[config.mk]
export PLATFORM = sky130hd
export DESIGN_NAME = msg_frame_ctrl
export DESIGN_NICKNAME = d
export VERILOG_FILES = /design/src/rtl/msg_frame_ctrl.sv
export SDC_FILE = /design/constraint.sdc
export NUM_CORES = 1
export LEC_CHECK = 0
export ABC_AREA = 1
export ABC_CLOCK_PERIOD_IN_PS = 3400
export CAP_MARGIN = 20
export CORE_ASPECT_RATIO = 1.1
export CORE_MARGIN = 3
export CORE_UTILIZATION = 55
export DETAILED_ROUTE_END_ITERATION = 8
export DONT_BUFFER_PORTS = 1
export PLACE_DENSITY = 0.67
export SLEW_MARGIN = 20
export SYNTH_ARGS = -nofsm -noshare
export SYNTH_HDL_FRONTEND = slang
export SYNTH_SLANG_ARGS = --single-unit
[constraint.sdc]
create_clock -name clk -period 3.4 [get_ports clk]
set_input_delay 0.68 -clock clk [delete_from_list [all_inputs] [get_ports clk]]
set_output_delay 0.68 -clock clk [all_outputs]
set_load 0.02 [all_outputs]
[src/rtl/msg_frame_ctrl.sv]
// msg_frame_ctrl: framed-message serializer for the HSI master transmit path.
// Emits MARKER, FLAG, LEN_HI, LEN_LO, payload (MSB byte first) and an optional
// XOR checksum over a registered valid/ack byte handshake. A one-deep pending
// buffer lets the next payload be loaded while a frame is in flight.
module msg_frame_ctrl #(
  parameter int         PL_BYTES = 5,
  parameter logic [7:0] MARKER   = 8'hAA,
  parameter logic [7:0] FLAG     = 8'h0B,
  parameter bit         CKS_EN   = 1'b0
) (
  input  logic                  clk,
  input  logic                  n_rst,
  input  logic                  load,
  input  logic [PL_BYTES*8-1:0] payload,
  input  logic                  tx_en,
  input  logic                  q_ack,
  output logic [7:0]            q,
  output logic                  q_vld,
  output logic                  msg_end,
  output logic                  busy,
  output logic                  ovr
);

  localparam int PW = PL_BYTES * 8;
  // The index must cover both the 4 header bytes and the payload bytes.
  localparam int CW = $clog2(PL_BYTES + 1);
  localparam int IW = (CW > 2) ? CW : 2;

  localparam logic [IW-1:0] HDR_LAST = IW'(3);
  localparam logic [IW-1:0] PL_LAST  = IW'(PL_BYTES - 1);
  localparam logic [7:0]    LEN_LO   = 8'(PL_BYTES);

  typedef enum logic [2:0] {
    IDLE,
    HDR,
    PL,
    CKS,
    DONE
  } state_t;

  state_t          state, state_nxt;
  logic [IW-1:0]   idx, idx_nxt;
  logic [7:0]      cks, cks_nxt;
  logic [PW-1:0]   tx_reg, tx_nxt;
  logic [PW-1:0]   pend_reg;
  logic            pend;
  logic            start;
  logic            accept;
  logic [PW-1:0]   pl_shift;
  logic [7:0]      q_nxt;
  logic            q_vld_nxt;
  logic            msg_end_nxt;

  assign accept = q_vld & q_ack;
  assign busy   = (state != IDLE);

  // State register plus frame datapath; q/q_vld/msg_end are registered copies
  // of what the next state will present, so they line up with the state.
  always_ff @(posedge clk or negedge n_rst) begin
    if (!n_rst) begin
      state   <= IDLE;
      idx     <= '0;
      cks     <= '0;
      tx_reg  <= '0;
      q       <= '0;
      q_vld   <= 1'b0;
      msg_end <= 1'b0;
    end else begin
      state   <= state_nxt;
      idx     <= idx_nxt;
      cks     <= cks_nxt;
      tx_reg  <= tx_nxt;
      q       <= q_nxt;
      q_vld   <= q_vld_nxt;
      msg_end <= msg_end_nxt;
    end
  end

  // Pending buffer: newest load always wins; overrun only when unsent data is lost.
  always_ff @(posedge clk or negedge n_rst) begin
    if (!n_rst) begin
      pend     <= 1'b0;
      pend_reg <= '0;
      ovr      <= 1'b0;
    end else begin
      ovr <= load & pend & ~start;
      if (load) begin
        pend_reg <= payload;
        pend     <= 1'b1;
      end else if (start) begin
        pend     <= 1'b0;
      end
    end
  end

  // Next-state logic: advance only on accepted bytes, abort whenever tx_en drops.
  always_comb begin
    state_nxt = state;
    idx_nxt   = idx;
    cks_nxt   = cks;
    tx_nxt    = tx_reg;
    start     = 1'b0;
    case (state)
      IDLE: begin
        if (tx_en && pend) start = 1'b1;
      end
      HDR: begin
        if (!tx_en) begin
          state_nxt = IDLE;
        end else if (accept) begin
          if (idx == HDR_LAST) begin
            state_nxt = PL;
            idx_nxt   = '0;
          end else begin
            idx_nxt = idx + 1'b1;
          end
        end
      end
      PL: begin
        if (!tx_en) begin
          state_nxt = IDLE;
        end else if (accept) begin
          cks_nxt = cks ^ q;
          if (idx == PL_LAST) begin
            state_nxt = CKS_EN ? CKS : DONE;
            idx_nxt   = '0;
          end else begin
            idx_nxt = idx + 1'b1;
          end
        end
      end
      CKS: begin
        if (!tx_en) begin
          state_nxt = IDLE;
        end else if (accept) begin
          state_nxt = DONE;
        end
      end
      DONE: begin
        if (tx_en && pend) begin
          start = 1'b1;
        end else begin
          state_nxt = IDLE;
        end
      end
      default: state_nxt = IDLE;
    endcase
    if (start) begin
      state_nxt = HDR;
      idx_nxt   = '0;
      cks_nxt   = '0;
      tx_nxt    = pend_reg;
    end
  end

  // Output logic: select the byte the next state will present.
  always_comb begin
    q_nxt       = '0;
    q_vld_nxt   = 1'b0;
    msg_end_nxt = 1'b0;
    pl_shift    = tx_nxt << {idx_nxt, 3'b000};
    case (state_nxt)
      HDR: begin
        q_vld_nxt = 1'b1;
        case (idx_nxt)
          IW'(0):  q_nxt = MARKER;
          IW'(1):  q_nxt = FLAG;
          IW'(2):  q_nxt = 8'h00;
          default: q_nxt = LEN_LO;
        endcase
      end
      PL: begin
        q_vld_nxt = 1'b1;
        q_nxt     = pl_shift[PW-1 -: 8];
      end
      CKS: begin
        q_vld_nxt = 1'b1;
        q_nxt     = cks_nxt;
      end
      DONE: begin
        msg_end_nxt = 1'b1;
      end
      default: begin
        q_nxt = '0;
      end
    endcase
  end

endmodule

**Yosys cells after proc, flatten, opt, wreduce, memory -nomap -nowiden**

Index checks and enable logic that the tools add are counted.

- Register bits after elaboration: 106
- Input bits: 45
- Output and inout bits: 12
- Word-level logic and storage cells: 68

- $add $sub $neg: 1
- Equality and inequality tests: 12
- Shifts and indexed selects: 1
- Muxes and demuxes: 32
- Bitwise operators: 5
- Reductions and logical operators: 7

Operator list:

| cell | number |
|---|---|
| 3-bit 2-to-1 mux | 17 |
| 8-bit one-hot mux with 3 select lines | 2 |
| 40-bit 2-to-1 mux | 1 |
| 40-bit by 6-bit left shift with 40-bit output | 1 |
| 8-bit 2-to-1 mux | 4 |
| 3-bit by 2-bit equality test with 1-bit output, second input constant | 6 |
| 3-bit one-hot mux with 5 select lines | 1 |
| 3-bit by 1-bit equality test with 1-bit output, second input constant | 3 |
| 3-bit equality test, second input constant | 3 |
| 8-bit XOR | 1 |
| 3-bit logical NOT | 2 |
| 1-bit 2-to-1 mux | 6 |
| 3-bit one-hot mux with 2 select lines | 1 |
| 3-bit by 1-bit adder with 3-bit output, second input constant | 1 |
| 1-bit AND | 3 |
| 3-bit nonzero test | 1 |
| 3-bit OR reduction | 1 |
| 2-bit nonzero test | 1 |
| 2-bit OR reduction | 1 |
| 1-bit logical AND | 1 |
| 1-bit NOT | 1 |

**Depth between registers and ports, before layout**

Gate-level depths: netlist of run 1.

- Depth after elaboration: 9
- Mapped depth: 15
- Mapped depth without buffers: 15

**Worst setup path after synthesis of run 1**

OpenSTA, ideal clock, no wires.

- Kind: in2reg
- Start point: input q_ack
- End point: register q[0]
- Setup time: 0.121 ns
- Arrival time: 1.711 ns
- Required time: 3.279 ns
- Path slack: 1.567 ns
- Stages: 10
- Path buffers: 1
- Cells stage by stage: nand2_1 > nor2_4 > nand2_4 > nand2_2 > nand2_4 > nand2_4 > buf_4 > nand2_1 > a22oi_1 > nand2_1

- Cells in the longest elaborated chain, start to end: 8
- Elaborated cells on any way between the ends: 28
- Classes of those cells: eq/ne: 5; shift: 1; mux: 20; bitwise: 1; reduce/logical: 1

RTL lines:

| item | RTL line | RTL |
|---|---|---|
| start: declaration | 16 | `input logic q_ack,` |
| 1-bit AND * | 54 | `assign accept = q_vld & q_ack;` |
| parallel branches: the longest is 6 deep, another holds 40-bit by 6-bit left shift with 40-bit output | -- |  |
| 8-bit one-hot mux with 3 select lines * | 162 | `case (state_nxt)` |
| named net q_nxt[0] | 50 | `logic [7:0] q_nxt;` |
| end signal: assignment | 73 | `q <= q_nxt;` |
| end: declaration | 17 | `output logic [7:0] q,` |

Mark *: on every way through the listed nets, which the timed path passes.
A chain may end at the register's enable or synchronous reset.

**Worst setup path in the final report of run 1**

- Start point: register state[0]
- End point: register q[5]

- Cells in the longest elaborated chain, start to end: 7
- Elaborated cells on any way between the ends: 32
- Classes of those cells: eq/ne: 9; shift: 1; mux: 19; reduce/logical: 3

RTL lines:

| item | RTL line | RTL |
|---|---|---|
| start: declaration | 41 | `state_t state, state_nxt;` |
| start signal: assignment | 69 | `state <= state_nxt;` |
| parallel branches: the longest is 6 deep, another holds 40-bit 2-to-1 mux | -- |  |
| 8-bit one-hot mux with 3 select lines * | 162 |  |
| named net q_nxt[5] | 50 |  |

Marked as above.

==> qor_table.md, run 1 <==
| Step | Parameter | Value |
| --- | --- | --- |
| floorplan | Effective utilization at floorplan | 0.575 |
| place | HPWL reported at the end of detailed placement | 6.75 mm |
| layout | Final net count | 628 |
| sta | Worst-case clock skew | 0.0112 ns |
| sta | Final worst-path setup slack | 1.08 ns |
| clock tree | Maximum buffer depth of the clock tree | 2 |
| drt | Antenna Nets Post-Route | 0 |
| sta | Share of the cycle needed by the critical path after routing | 0.681 |
| synth | Synth Net Count | 640 |
| clock tree | Clock tree from TritonCTS | built |
| clock tree | Cts bufs inserted | 9 |
| sta | Number of max-slew violations in the final report | 0 |
| clock tree | Root buffer cell | clkbuf_8 |
| sta | Total Neg Setup Slack | 0 ns |
| critical path | Data required, critical path | 3.66 ns |
| synth | Most frequent cell after synthesis | nand2_1 |
| layout | Finished Core Util | 0.600 |
| clock tree | Htree depth | 3 |
| power | Leakage power total | 2.70 nW |
| synth | Cell count after synthesis | 591 |
| synth | Portion of the post-synthesis area used by sequential elements | 0.543 |
| floorplan | Placeable core region | 8500 um2 |
| critical path | Slack of the worst reg-to-reg path | 1.08 ns |
| grt | Global-route usage over all layers | 0.214 |
| drt | Detailed-route vias per instance | 5.13 |
| synth | Total of warnings raised by yosys | 0 |
| synth | Proportion of register bits with asynchronous set or reset after synthesis | 1.00 |
| critical path | CP max stage delay | 0.44 ns |
| critical path | Crit path top cell by count | nand2_1 |
| grt | Initial antenna violation count | 0 |
| place | Routability congestion estimate from global placement | 0.906 |
| clock tree | Clock transition time at the flip-flop clock pins of the worst setup and hold paths | 0.09 ns |
| power | Clock network fraction of total power | 0.269 |
| critical path | Slowest stage cell on the critical path | dfrtp_1 |
| sta | Shortest clock period the worst path allows after layout | 2.32 ns |
| outcome | Result of the run | completed |
| hold path | Hold Crit Class | in2async |
| critical path | Cell breakdown of the critical path | nor2_2 -> inv_2 -> nor2_2 -> nand2_2 -> buf_4 -> o21ai_0 -> nand2_1 -> nand2_1 -> nand2_1 -> nand2_1 -> nand2_1 -> nand2_1 -> nand2_1 |
| synth | Number of distinct standard cells referenced by the synthesized netlist | 29 |
| power | PnR Total Power | 2.84 mW |
| grt | Number of global-route vias before repair | 3571 |
| sta | Finish-stage setup viols | 0 |
| drt | Drt wl/cell | 13.8 um |
| synth | Post-synth top area share | 0.543 |
| floorplan | I/O pin count | 57 |
| grt | Global route total overflow | 0 |
| drt | Vias | 3564 |
| critical path | Number of buffers and inverters on the critical path | 2 |
| synth | Average instance area after synthesis | 8.26 um2 |
| layout | Flip-flop count of the largest register, all copies and words added | 41 |
| drt | Detailed Route Iter0 Violations | 253 |
| place | Setup slack at placement | 1.02 ns |
| power | Switching component of the power | 0.874 mW |
| sta | Worst-margin pin slew | 0.736 ns |
| place | Total of buffers placed on input and output ports | 0 |
| run | Max-cap violations | 0 |
| layout | Antenna fix cells | 0 |
| synth | Mapped cell area | 4880 um2 |
| floorplan | Full die area | 10000 um2 |
| power | Cell internal power dissipation | 1.96 mW |
| floorplan | Die span in y | 105 um |
| drt | Wire length reported by the detailed router | 9.58 mm |
| floorplan | Site row count | 35 |
| layout | Proportion of layout cells with a drive suffix above 1 | 0.0702 |
| floorplan | Die Width | 95.8 um |
| grt | Largest net degree at the start of global routing | 107 |
| synth | Post-synth EDFFs | 0 |
| sta | Slew margin rel. | 0.507 |
| critical path | Maximum fanout along the worst path | 50 |
| sta | Setup repair after global routing missed its margin | false |
| synth | Post-synthesis register bit count | 106 |
| critical path | Critical Path AT | 2.57 ns |
| layout | Area overhead of the layout relative to synthesis | 4.46% |
| place | # placed instances | 678 |
| sta | Max Clock Freq | 432 MHz |
| power | Net switching fraction of the power | 0.308 |
| critical path | Type of the setup path with the least slack | reg2reg |
| synth | Prevailing post-synth register cell | dfrtp_1 |
| critical path | Critical Path End Type | register |
| clock tree | Clock latency at the later pin of the worst-skew pair | 0.37 ns |
| critical path | Setup crit start kind | register |
| synth | Area leader, netlist | dfrtp_1 |
| critical path | Crit path max-delay family | simple AND/OR/NAND/NOR gates |
| synth | Most area-consuming cells after synthesis | dfrtp_1, nand2_1, o21ai_0 |
| power | Sequential share of power | 0.545 |
| drt | Residual DRC | 0 |
| power | Pwr per Cell Area | 556 nW/um2 |
| sta | Final hold vios | 0 |
| layout | Non-filler instance count after layout | 695 |
| synth | Commonest cells in the netlist | nand2_1, dfrtp_1, inv_1, o21ai_0, nand3_1 |
| drt | DRT Pass-1 Iters | 4 |
| grt | Global-route wire length before repair | 16.9 mm |
| power | Peak VDD IR | 0.303 mV |
| power | Combinational power share | 0.186 |
| clock tree | Number of clock sinks seen by CTS | 106 |
## per-stage QoR
| step | instance area (um2) | hold WS, ns |
|---|---|---|
| floorplan | 4880 | 0.384 |
| global placement | 4880 | 0.388 |
| detailed placement | 4880 | 0.387 |
| CTS | 5100 | 0.249 |
| global route | 5100 | 0.266 |
| finish | 5100 | 0.213 |
## area by class of cell
cell class / count / area, um2
repair buffers: 3 / 42.5
flip-flops and latches: 106 / 2650
inverters: 78 / 293
well taps: 111 / 139
multi-input cells: 381 / 1780
clock inverters: 6 / 65.1
fillers: 767 / 3390
clock buffers: 10 / 128
## power groups by stage
stage | clock (mW) | sequential [mW] | combinational (mW)
after floorplan | 0 | 1.55 | 0.423
after global placement | 0 | 1.57 | 0.494
after detailed placement | 0 | 1.58 | 0.506
after CTS | 0.786 | 1.55 | 0.538
after global routing | 0.847 | 1.57 | 0.631
final | 0.762 | 1.55 | 0.528
## worst paths after layout
| kind | endpoint | start | depth (start not counted) |
|---|---|---|---|
| setup / recovery | q[5]$_DFF_PN0_ | state[0]$_DFF_PN0_ | 13 |
| hold / removal | q_vld$_DFF_PN0_ | n_rst | 1 |
| setup reg to reg | q[5]$_DFF_PN0_ | state[0]$_DFF_PN0_ | 13 |
| hold reg to reg | pend_reg[26]$_DFFE_PN0P_ | pend_reg[26]$_DFFE_PN0P_ | 2 |
| max in group asynchronous | tx_reg[38]$_DFF_PN0_ | n_rst | 1 |
| min in group clk | pend_reg[2]$_DFFE_PN0P_ | load | 1 |
## cell families after synthesis
kind of cell | share of synthesized area
simple gates | 0.241
buf+inv | 0.0920
fa+ha+maj | 0.0102
flops | 0.543
compound gates | 0.113
## worst reg2reg max path, stage by stage, from the launching register on
cell	delay [ns]
dfrtp_1	0.44
nor2_2	0.18
inv_2	0.05
nor2_2	0.11
nand2_2	0.18
buf_4	0.32
o21ai_0	0.45
nand2_1	0.12
nand2_1	0.08
nand2_1	0.05
nand2_1	0.06
nand2_1	0.05
nand2_1	0.08
nand2_1	0.05
## metal layers
layer  vias to the layer above  global-route usage  share of wire
met2                        73               0.323           0.46
met4                         0              0.0793          0.016
met5                         -                   0              0
met3                        12              0.0410          0.044
met1                      1643               0.307           0.48
li1                       1836                   -              -
## cells in the final DEF (no fill, tap or decap), drive strengths merged
| cell | count |
|---|---|
| a22oi | 1 |
| clkinvlp | 1 |
| nand2 | 212 |
| clkinv | 4 |
| and3b | 2 |
| buf | 3 |
| nor3b | 7 |
| clkbuf | 10 |
| inv | 78 |
| a31oi | 7 |
| dfrtp | 106 |
| nor2 | 10 |
| a21oi | 20 |
| bufinv | 1 |
| nand3 | 33 |
| nor4 | 1 |
| o21ai | 75 |
| nand4 | 5 |
| ha | 4 |
| nor3 | 4 |
## repair_timing
action	in CTS	in global routing
hold buffers	1	0
hold endpoints to repair	106	0
buffers inserted	0	0
resized for setup	0	0
No activity file was read; power rests on OpenSTA's default activity.
==> run 2: changes to the inputs <==
Settings changed: ABC_CLOCK_PERIOD_IN_PS 3400 to 2100, PLACE_DENSITY 0.67 to 0.7.
Clock period 3.4 ns to 2.1 ns, I/O delays scaled along.
==> run 2 against run 1 <==
The flow now finishes with violations (negative hold slack); fmax up 17%; hold slack worse by 0.48 ns; global-route usage down 0.79 points; sequential cell count unchanged; largest cell class unchanged.
==> qor_table.md, run 2 (synthesized netlist as in run 1, its figures left out) <==
| Step | Parameter | Value | Change |
| --- | --- | --- | --- |
| outcome | Result of the run | finished with violations | was completed |
| outcome | Failing checks | negative hold slack |  |
| drt | Wire length reported by the detailed router | 9.66 mm | was 9.58 mm |
| sta | Total Neg Setup Slack | 0 ns | unchanged |
| critical path | CP max stage delay | 0.39 ns | was 0.44 ns |
| layout | Final net count | 637 | was 628 |
| layout | Non-filler instance count after layout | 702 | was 695 |
| critical path | End point of the critical path | q[1]$_DFF_PN0_ | was q[5]$_DFF_PN0_ |
| grt | Met1 global-route usage | 0.300 | was 0.307 |
| drt | DRT Pass-1 Iters | 5 | was 4 |
| sta | Share of the cycle needed by the critical path after routing | 0.943 | was 0.681 |
| power | Peak VDD IR | 0.446 mV | was 0.303 mV |
| power | PnR Total Power | 4.49 mW | was 2.84 mW |
| run | Max-cap violations | 0 | unchanged |
| drt | Drt wl/cell | 13.8 um | about the same |
| grt | Busiest layer in global routing | met2 | unchanged |
| critical path | Critical Path End Type | register | unchanged |
| clock tree | Htree depth | 3 | unchanged |
| place | # placed instances | 686 | was 678 |
| critical path | Setup crit start | idx[0]$_DFF_PN0_ | was state[0]$_DFF_PN0_ |
| sta | Shortest clock period the worst path allows after layout | 1.98 ns | was 2.32 ns |
| clock tree | Clock transition time at the flip-flop clock pins of the worst setup and hold paths | 0.10 ns | was 0.09 ns |
| critical path | Slowest stage cell on the critical path | dfrtp_1 | unchanged |
| drt | Antenna Nets Post-Route | 0 | unchanged |
| hold path | Hold Crit Class | in2async | unchanged |
| sta | Finish-stage setup viols | 0 | unchanged |
| layout | Final design area excluding fillers | 5200 um2 | was 5100 um2 |
| critical path | Maximum fanout along the worst path | 19 | was 50 |
| drt | Detailed-route vias per instance | 5.21 | was 5.13 |
| place | Placed Instance Area | 4970 um2 | was 4880 um2 |
| power | Pwr per Cell Area | 863 nW/um2 | was 556 nW/um2 |
| floorplan | Die Width | 95.8 um | unchanged |
| sta | Max Clock Freq | 505 MHz | was 432 MHz |
| critical path | R2R depth | 10 | was 13 |
| critical path | FF-to-FF Start | idx[0]$_DFF_PN0_ | was state[0]$_DFF_PN0_ |
| critical path | Crit path top cell by count | nand2_1 | unchanged |
| layout | Area overhead of the layout relative to synthesis | 6.56% | was 4.46% |
| drt | Residual DRC | 0 | unchanged |
| drt | Detailed Route Iter0 Violations | 259 | was 253 |
| clock tree | Number of clock sinks seen by CTS | 106 | unchanged |
| power | Leakage power total | 2.73 nW | was 2.70 nW |
| critical path | Type of the setup path with the least slack | reg2reg | unchanged |
| sta | Worst hold-check slack | -0.265 ns | was 0.213 ns |
| grt | Global-route usage over all layers | 0.206 | was 0.214 |
| grt | Global route total overflow | 0 | unchanged |
| grt | Met2 track utilization from global routing | 0.317 | was 0.323 |
| clock tree | Clock tree from TritonCTS | built | unchanged |
| clock tree | Root buffer cell | clkbuf_8 | unchanged |
| floorplan | Full die area | 10000 um2 | unchanged |
| layout | Antenna fix cells | 0 | unchanged |
| place | Total of buffers placed on input and output ports | 0 | unchanged |
| critical path | RR Endpoint | q[1]$_DFF_PN0_ | was q[5]$_DFF_PN0_ |
| critical path | Slack of the worst reg-to-reg path | 0.12 ns | was 1.08 ns |
| sta | Worst-case clock skew | 0.00948 ns | was 0.0112 ns |
| critical path | Critical Path AT | 2.24 ns | was 2.57 ns |
| sta | Slew margin rel. | 0.699 | was 0.507 |
| floorplan | Site row count | 35 | unchanged |
| floorplan | Die span in y | 105 um | unchanged |
| sta | Final hold vios | 106 | was 0 |
| place | Routability congestion estimate from global placement | 0.860 | was 0.906 |
| grt | Largest net degree at the start of global routing | 107 | unchanged |
| grt | Number of global-route vias before repair | 3477 | was 3571 |
| clock tree | Maximum buffer depth of the clock tree | 2 | unchanged |
| drt | Vias | 3656 | was 3564 |
| grt | Global-route track usage on met3 | 0.0396 | was 0.0410 |
| layout | Proportion of layout cells with a drive suffix above 1 | 0.0914 | was 0.0702 |
| critical path | Data required, critical path | 2.36 ns | was 3.66 ns |
| floorplan | I/O pin count | 57 | unchanged |
| critical path | Cell breakdown of the critical path | inv_1 -> ha_1 -> nor3b_1 -> nand3_2 -> nand2_1 -> nand2_4 -> nand2_1 -> nor2_1 -> a21oi_1 -> nand2_1 | was nor2_2 -> inv_2 -> nor2_2 -> nand2_2 -> buf_4 -> o21ai_0 -> nand2_1 -> nand2_1 -> nand2_1 -> nand2_1 -> nand2_1 -> nand2_1 -> nand2_1 |
| layout | Highest-count cells in the layout ignoring fill and taps | nand2_1, dfrtp_1, inv_1 | unchanged |
| clock tree | Clock latency at the later pin of the worst-skew pair | 0.36 ns | was 0.37 ns |
| floorplan | Effective utilization at floorplan | 0.575 | unchanged |
| grt | Initial antenna violation count | 0 | unchanged |
| layout | Most common cell after layout, fill and taps aside | nand2_1 | unchanged |
| critical path | Setup crit start kind | register | unchanged |
| place | HPWL reported at the end of detailed placement | 6.84 mm | was 6.75 mm |
| layout | Flip-flop count of the largest register, all copies and words added | 41 | unchanged |
| sta | Worst-margin pin slew | 0.448 ns | was 0.736 ns |
| floorplan | Placeable core region | 8500 um2 | unchanged |
| sta | Number of max-slew violations in the final report | 0 | unchanged |
| grt | Global-route wire length before repair | 16.4 mm | was 16.9 mm |
| clock tree | Cts bufs inserted | 9 | unchanged |
run 2: cell count changes in the layout (fill, tap and decap cells not counted), sizes merged:
cell / change
buf: +8
clkinv: -2
bufinv: -1
a21oi: +1
inv: -1
clkinvlp: +2
run 2: final cells by class:
cell class,count,area [um2]
Sequential cell,106,2650
Clock inverter,4,28.8
Clock buffer,10,138
Multi-Input combinational cell,382,1830
Fill cell,762,3290
Timing Repair Buffer,11,115
Tap cell,111,139
Inverter,78,297
run 2: power by group:
part	switching (mW)	internal, mW
logic	0.562	0.308
registers	0.148	2.35
clock network	0.672	0.453
run 2: worst min path at each step:
| stage | depth (start not counted) | startpoint | to |
|---|---|---|---|
| after floorplan | 0 | n_rst | cks[0]$_DFF_PN0_ |
| final | 0 | n_rst | cks[3]$_DFF_PN0_ |
| after detailed placement | 0 | n_rst | cks[3]$_DFF_PN0_ |
| after CTS | 0 | n_rst | cks[3]$_DFF_PN0_ |
| after global placement | 0 | n_rst | cks[3]$_DFF_PN0_ |
| after global routing | 0 | n_rst | cks[3]$_DFF_PN0_ |
run 2: per-stage QoR:
| step | setup WS [ns] | util |
|---|---|---|
| after floorplan | 0.325 | - |
| after global placement | 0.0873 | 0.585 |
| after detailed placement | 0.0383 | 0.585 |
| after CTS | 0.0349 | 0.604 |
| after global routing | -0.0203 | 0.613 |
| final | 0.119 | 0.613 |
run 2: repair_timing:
action / 4_1_cts / 5_1_grt
hold endpoints to repair: 106 / 106
buffers inserted: 0 / 1
endpoints found under the setup margin: 0 / 8
gates resized for setup: 0 / 13
run 2: worst max-delay path: cells and delay by family, from the launching register on:
kind / cells / cell delay (ns)
compound gates: 1 / 0.15
fa+ha+maj: 1 / 0.29
flops: 1 / 0.39
simple gates: 7 / 0.97
buf+inv: 1 / 0.08
run 2: metal layers:
layer	share of wire	up-vias
li1	-	1857
met1	0.47	1730
met2	0.49	63
met3	0.038	6
met4	0.010	0
met5	0	-
==> run 3: changes to the inputs <==
--- a/config.mk
+++ b/config.mk
@@ -12,6 +12,5 @@
 export CORE_MARGIN = 3
-export CORE_UTILIZATION = 55
+export CORE_UTILIZATION = 50
 export DETAILED_ROUTE_END_ITERATION = 8
-export DONT_BUFFER_PORTS = 1
-export PLACE_DENSITY = 0.7
+export PLACE_DENSITY = 0.72
 export SLEW_MARGIN = 20
--- a/constraint.sdc
+++ b/constraint.sdc
@@ -3,2 +3,2 @@
 set_output_delay 0.42 -clock clk [all_outputs]
-set_load 0.02 [all_outputs]
+set_load 0.1 [all_outputs]
==> run 3 against run 2 <==
The flow now finishes without violations; global-route usage up 0.76 points; clock power up 9.7%; clock skew down 0.0026 ns; first-iteration DRC count down 21%; via count up 7.8%; register-to-register slack better by 0.03 ns; total power up 12%; highest routed layer unchanged.
==> qor_table.md, run 3 (synthesized netlist as in run 1, its figures left out) <==
| Step | Parameter | Value | Change |
| --- | --- | --- | --- |
| sta | Final hold vios | 0 | was 106 |
| drt | Drt wl/cell | 13.7 um | was 13.8 um |
| place | Routability congestion estimate from global placement | 0.936 | was 0.860 |
| grt | Global-route wire length before repair | 18.1 mm | was 16.4 mm |
| sta | Worst-margin pin slew | 0.517 ns | was 0.448 ns |
| floorplan | Effective utilization at floorplan | 0.517 | was 0.575 |
| drt | Antenna Nets Post-Route | 0 | unchanged |
| layout | Antenna fix cells | 0 | unchanged |
| sta | Max Clock Freq | 513 MHz | was 505 MHz |
| drt | Detailed-route vias per instance | 5.01 | was 5.21 |
| critical path | Maximum fanout along the worst path | 28 | was 19 |
| floorplan | I/O pin count | 57 | unchanged |
| clock tree | Clock latency at the later pin of the worst-skew pair | 0.38 ns | was 0.36 ns |
| power | PnR Total Power | 5.05 mW | was 4.49 mW |
| outcome | Result of the run | completed | was finished with violations |
| floorplan | Die span in y | 110 um | was 105 um |
| critical path | FF-to-FF Start | idx[1]$_DFF_PN0_ | was idx[0]$_DFF_PN0_ |
| drt | Detailed Route Iter0 Violations | 204 | was 259 |
| clock tree | Root buffer cell | clkbuf_8 | unchanged |
| critical path | Slowest stage cell on the critical path | dfrtp_1 | unchanged |
| clock tree | Number of clock sinks seen by CTS | 106 | unchanged |
| hold path | Number of cells traversed by the worst hold path | 2 |  |
| sta | Slew margin rel. | 0.653 | was 0.699 |
| floorplan | Site row count | 37 | was 35 |
| hold path | WHS Endpoint | tx_reg[4]$_DFF_PN0_ |  |
| clock tree | Maximum buffer depth of the clock tree | 2 | unchanged |
| sta | Shortest clock period the worst path allows after layout | 1.95 ns | was 1.98 ns |
| grt | Largest net degree at the start of global routing | 55 | was 107 |
| hold path | Hold Crit Class | reg2reg | was in2async |
| power | Pwr per Cell Area | 854 nW/um2 | was 863 nW/um2 |
| layout | Highest-count cells in the layout ignoring fill and taps | nand2_1, dfrtp_1, inv_1 | unchanged |
| power | Leakage power total | 3.09 nW | was 2.73 nW |
| critical path | Critical Path End Type | register | unchanged |
| floorplan | Die Width | 100 um | was 95.8 um |
| critical path | Slack of the worst reg-to-reg path | 0.15 ns | was 0.12 ns |
| critical path | RR Endpoint | q[4]$_DFF_PN0_ | was q[1]$_DFF_PN0_ |
| grt | Global route total overflow | 0 | unchanged |
| place | HPWL reported at the end of detailed placement | 7.93 mm | was 6.84 mm |
| clock tree | Htree depth | 3 | unchanged |
| sta | Finish-stage setup viols | 0 | unchanged |
| critical path | Data required, critical path | 2.38 ns | was 2.36 ns |
| layout | Finished Core Util | 0.627 | was 0.613 |
| power | Peak VDD IR | 0.568 mV | was 0.446 mV |
| drt | Wire length reported by the detailed router | 10.8 mm | was 9.66 mm |
| run | Max-cap violations | 0 | unchanged |
| layout | Proportion of layout cells with a drive suffix above 1 | 0.127 | was 0.0914 |
| drt | Vias | 3940 | was 3656 |
| clock tree | Clock tree from TritonCTS | built | unchanged |
| grt | Initial antenna violation count | 0 | unchanged |
| layout | Final net count | 715 | was 637 |
| clock tree | Clock transition time at the flip-flop clock pins of the worst setup and hold paths | 0.09 ns | was 0.10 ns |
| layout | Flip-flop count of the largest register, all copies and words added | 41 | unchanged |
| sta | Number of max-slew violations in the final report | 0 | unchanged |
| floorplan | Placeable core region | 9440 um2 | was 8500 um2 |
| hold path | Startpoint of the most critical hold path | tx_reg[4]$_DFF_PN0_ |  |
| critical path | Cell breakdown of the critical path | ha_1 -> ha_1 -> o21ai_1 -> nand2_1 -> nand2_4 -> nand2_4 -> nand2_1 -> nand3_1 -> nand2_1 -> nand2_1 -> nand2_1 -> nand2_1 | was inv_1 -> ha_1 -> nor3b_1 -> nand3_2 -> nand2_1 -> nand2_4 -> nand2_1 -> nor2_1 -> a21oi_1 -> nand2_1 |
| place | Total of buffers placed on input and output ports | 56 | was 0 |
| layout | Filler Cells Inserted | 834 | was 762 |
| layout | Area overhead of the layout relative to synthesis | 21.2% | was 6.56% |
| critical path | Type of the setup path with the least slack | reg2reg | unchanged |
| drt | DRT Pass-1 Iters | 7 | was 5 |
| critical path | R2R depth | 12 | was 10 |
| grt | Number of global-route vias before repair | 3785 | was 3477 |
| drt | Residual DRC | 0 | unchanged |
| critical path | Crit path top cell by count | nand2_1 | unchanged |
| grt | Global-route usage over all layers | 0.214 | was 0.206 |
| layout | Most common cell after layout, fill and taps aside | nand2_1 | unchanged |
| critical path | Setup crit start kind | register | unchanged |
| critical path | Critical Path AT | 2.23 ns | was 2.24 ns |
| sta | Setup repair after global routing missed its margin | true |  |
| critical path | CP max stage delay | 0.43 ns | was 0.39 ns |
| sta | Share of the cycle needed by the critical path after routing | 0.928 | was 0.943 |
| clock tree | Cts bufs inserted | 9 | unchanged |
| floorplan | Full die area | 11000 um2 | was 10000 um2 |
| sta | Worst-case clock skew | 0.00688 ns | was 0.00948 ns |
[run 3: cell count changes in the layout (fill, tap and decap cells not counted), moves of 3 or more]
cell	delta
clkdlybuf4s50_1	+42
o21ai_0	-3
clkbuf_1	+3
buf_12	+3
buf_4	+33
o21ai_1	+4
[run 3: per-stage QoR]
stage	setup TNS, ns	cells	hold WS (ns)	area [um2]	setup slack (ns)
after global routing	-0.0745	787	0.497	5920	-0.0223
final	0	787	0.479	5920	0.152
after CTS	0	786	0.483	5900	0.0309
after detailed placement	-0.975	770	0.393	5700	-0.142
after floorplan	0	591	0.124	4880	0.138
after global placement	-0.669	770	0.391	5700	-0.0988
[run 3: metal layers]
metal	up-vias	wire [um]	GRT usage
met1	1837	4690	0.266
met4	0	237	0.108
met3	16	399	0.0393
li1	2007	-	-
met2	80	5480	0.359
met5	-	0	0
[run 3: worst max-delay path: cells and delay by family (launching register included)]
kind	cells	cell delay, ns
and+or+nand+nor	9	0.84
DFF	1	0.43
adders and majority gates	2	0.41
AOI/OAI and AO/OA	1	0.17
[run 3: how the worst max path moves through the flow]
stage | end | depth (start not counted) | slack, ns | startpoint
final | q[4]$_DFF_PN0_ | 12 | 0.15 | idx[1]$_DFF_PN0_
after global routing | q[3]$_DFF_PN0_ | 14 | -0.02 | idx[0]$_DFF_PN0_
after CTS | q[5]$_DFF_PN0_ | 13 | 0.03 | state[0]$_DFF_PN0_
after detailed placement | q[5]$_DFF_PN0_ | 11 | -0.14 | tx_en
after global placement | q[6]$_DFF_PN0_ | 10 | -0.1 | tx_en
after floorplan | q[0]$_DFF_PN0_ | 10 | 0.14 | q_vld$_DFF_PN0_
[run 3: power breakdown]
group	leakage [nW]	switching, mW	internal [mW]
Combinational	1.68	0.847	0.482
Sequential	1.32	0.131	2.35
Clock	0.0897	0.663	0.580
[run 3: what timing repair did]
action / CTS / global route
endpoints found under the setup margin: 0 / 8
hold buffers: 1 / 0
setup buffers: 0 / 1
endpoints found under the hold margin: 29 / 0
gates resized for setup: 0 / 9
[run 3: final cells by class]
class / instances / area (um2) / area share
clock buffers: 13 / 149 / 0.0251
clock inverters: 2 / 37.5 / 0.00634
well taps: 117 / 146 / 0.0247
multi-input cells: 381 / 1790 / 0.303
inverters: 78 / 297 / 0.0501
repair buffers: 90 / 843 / 0.142
flip-flops and latches: 106 / 2650 / 0.448
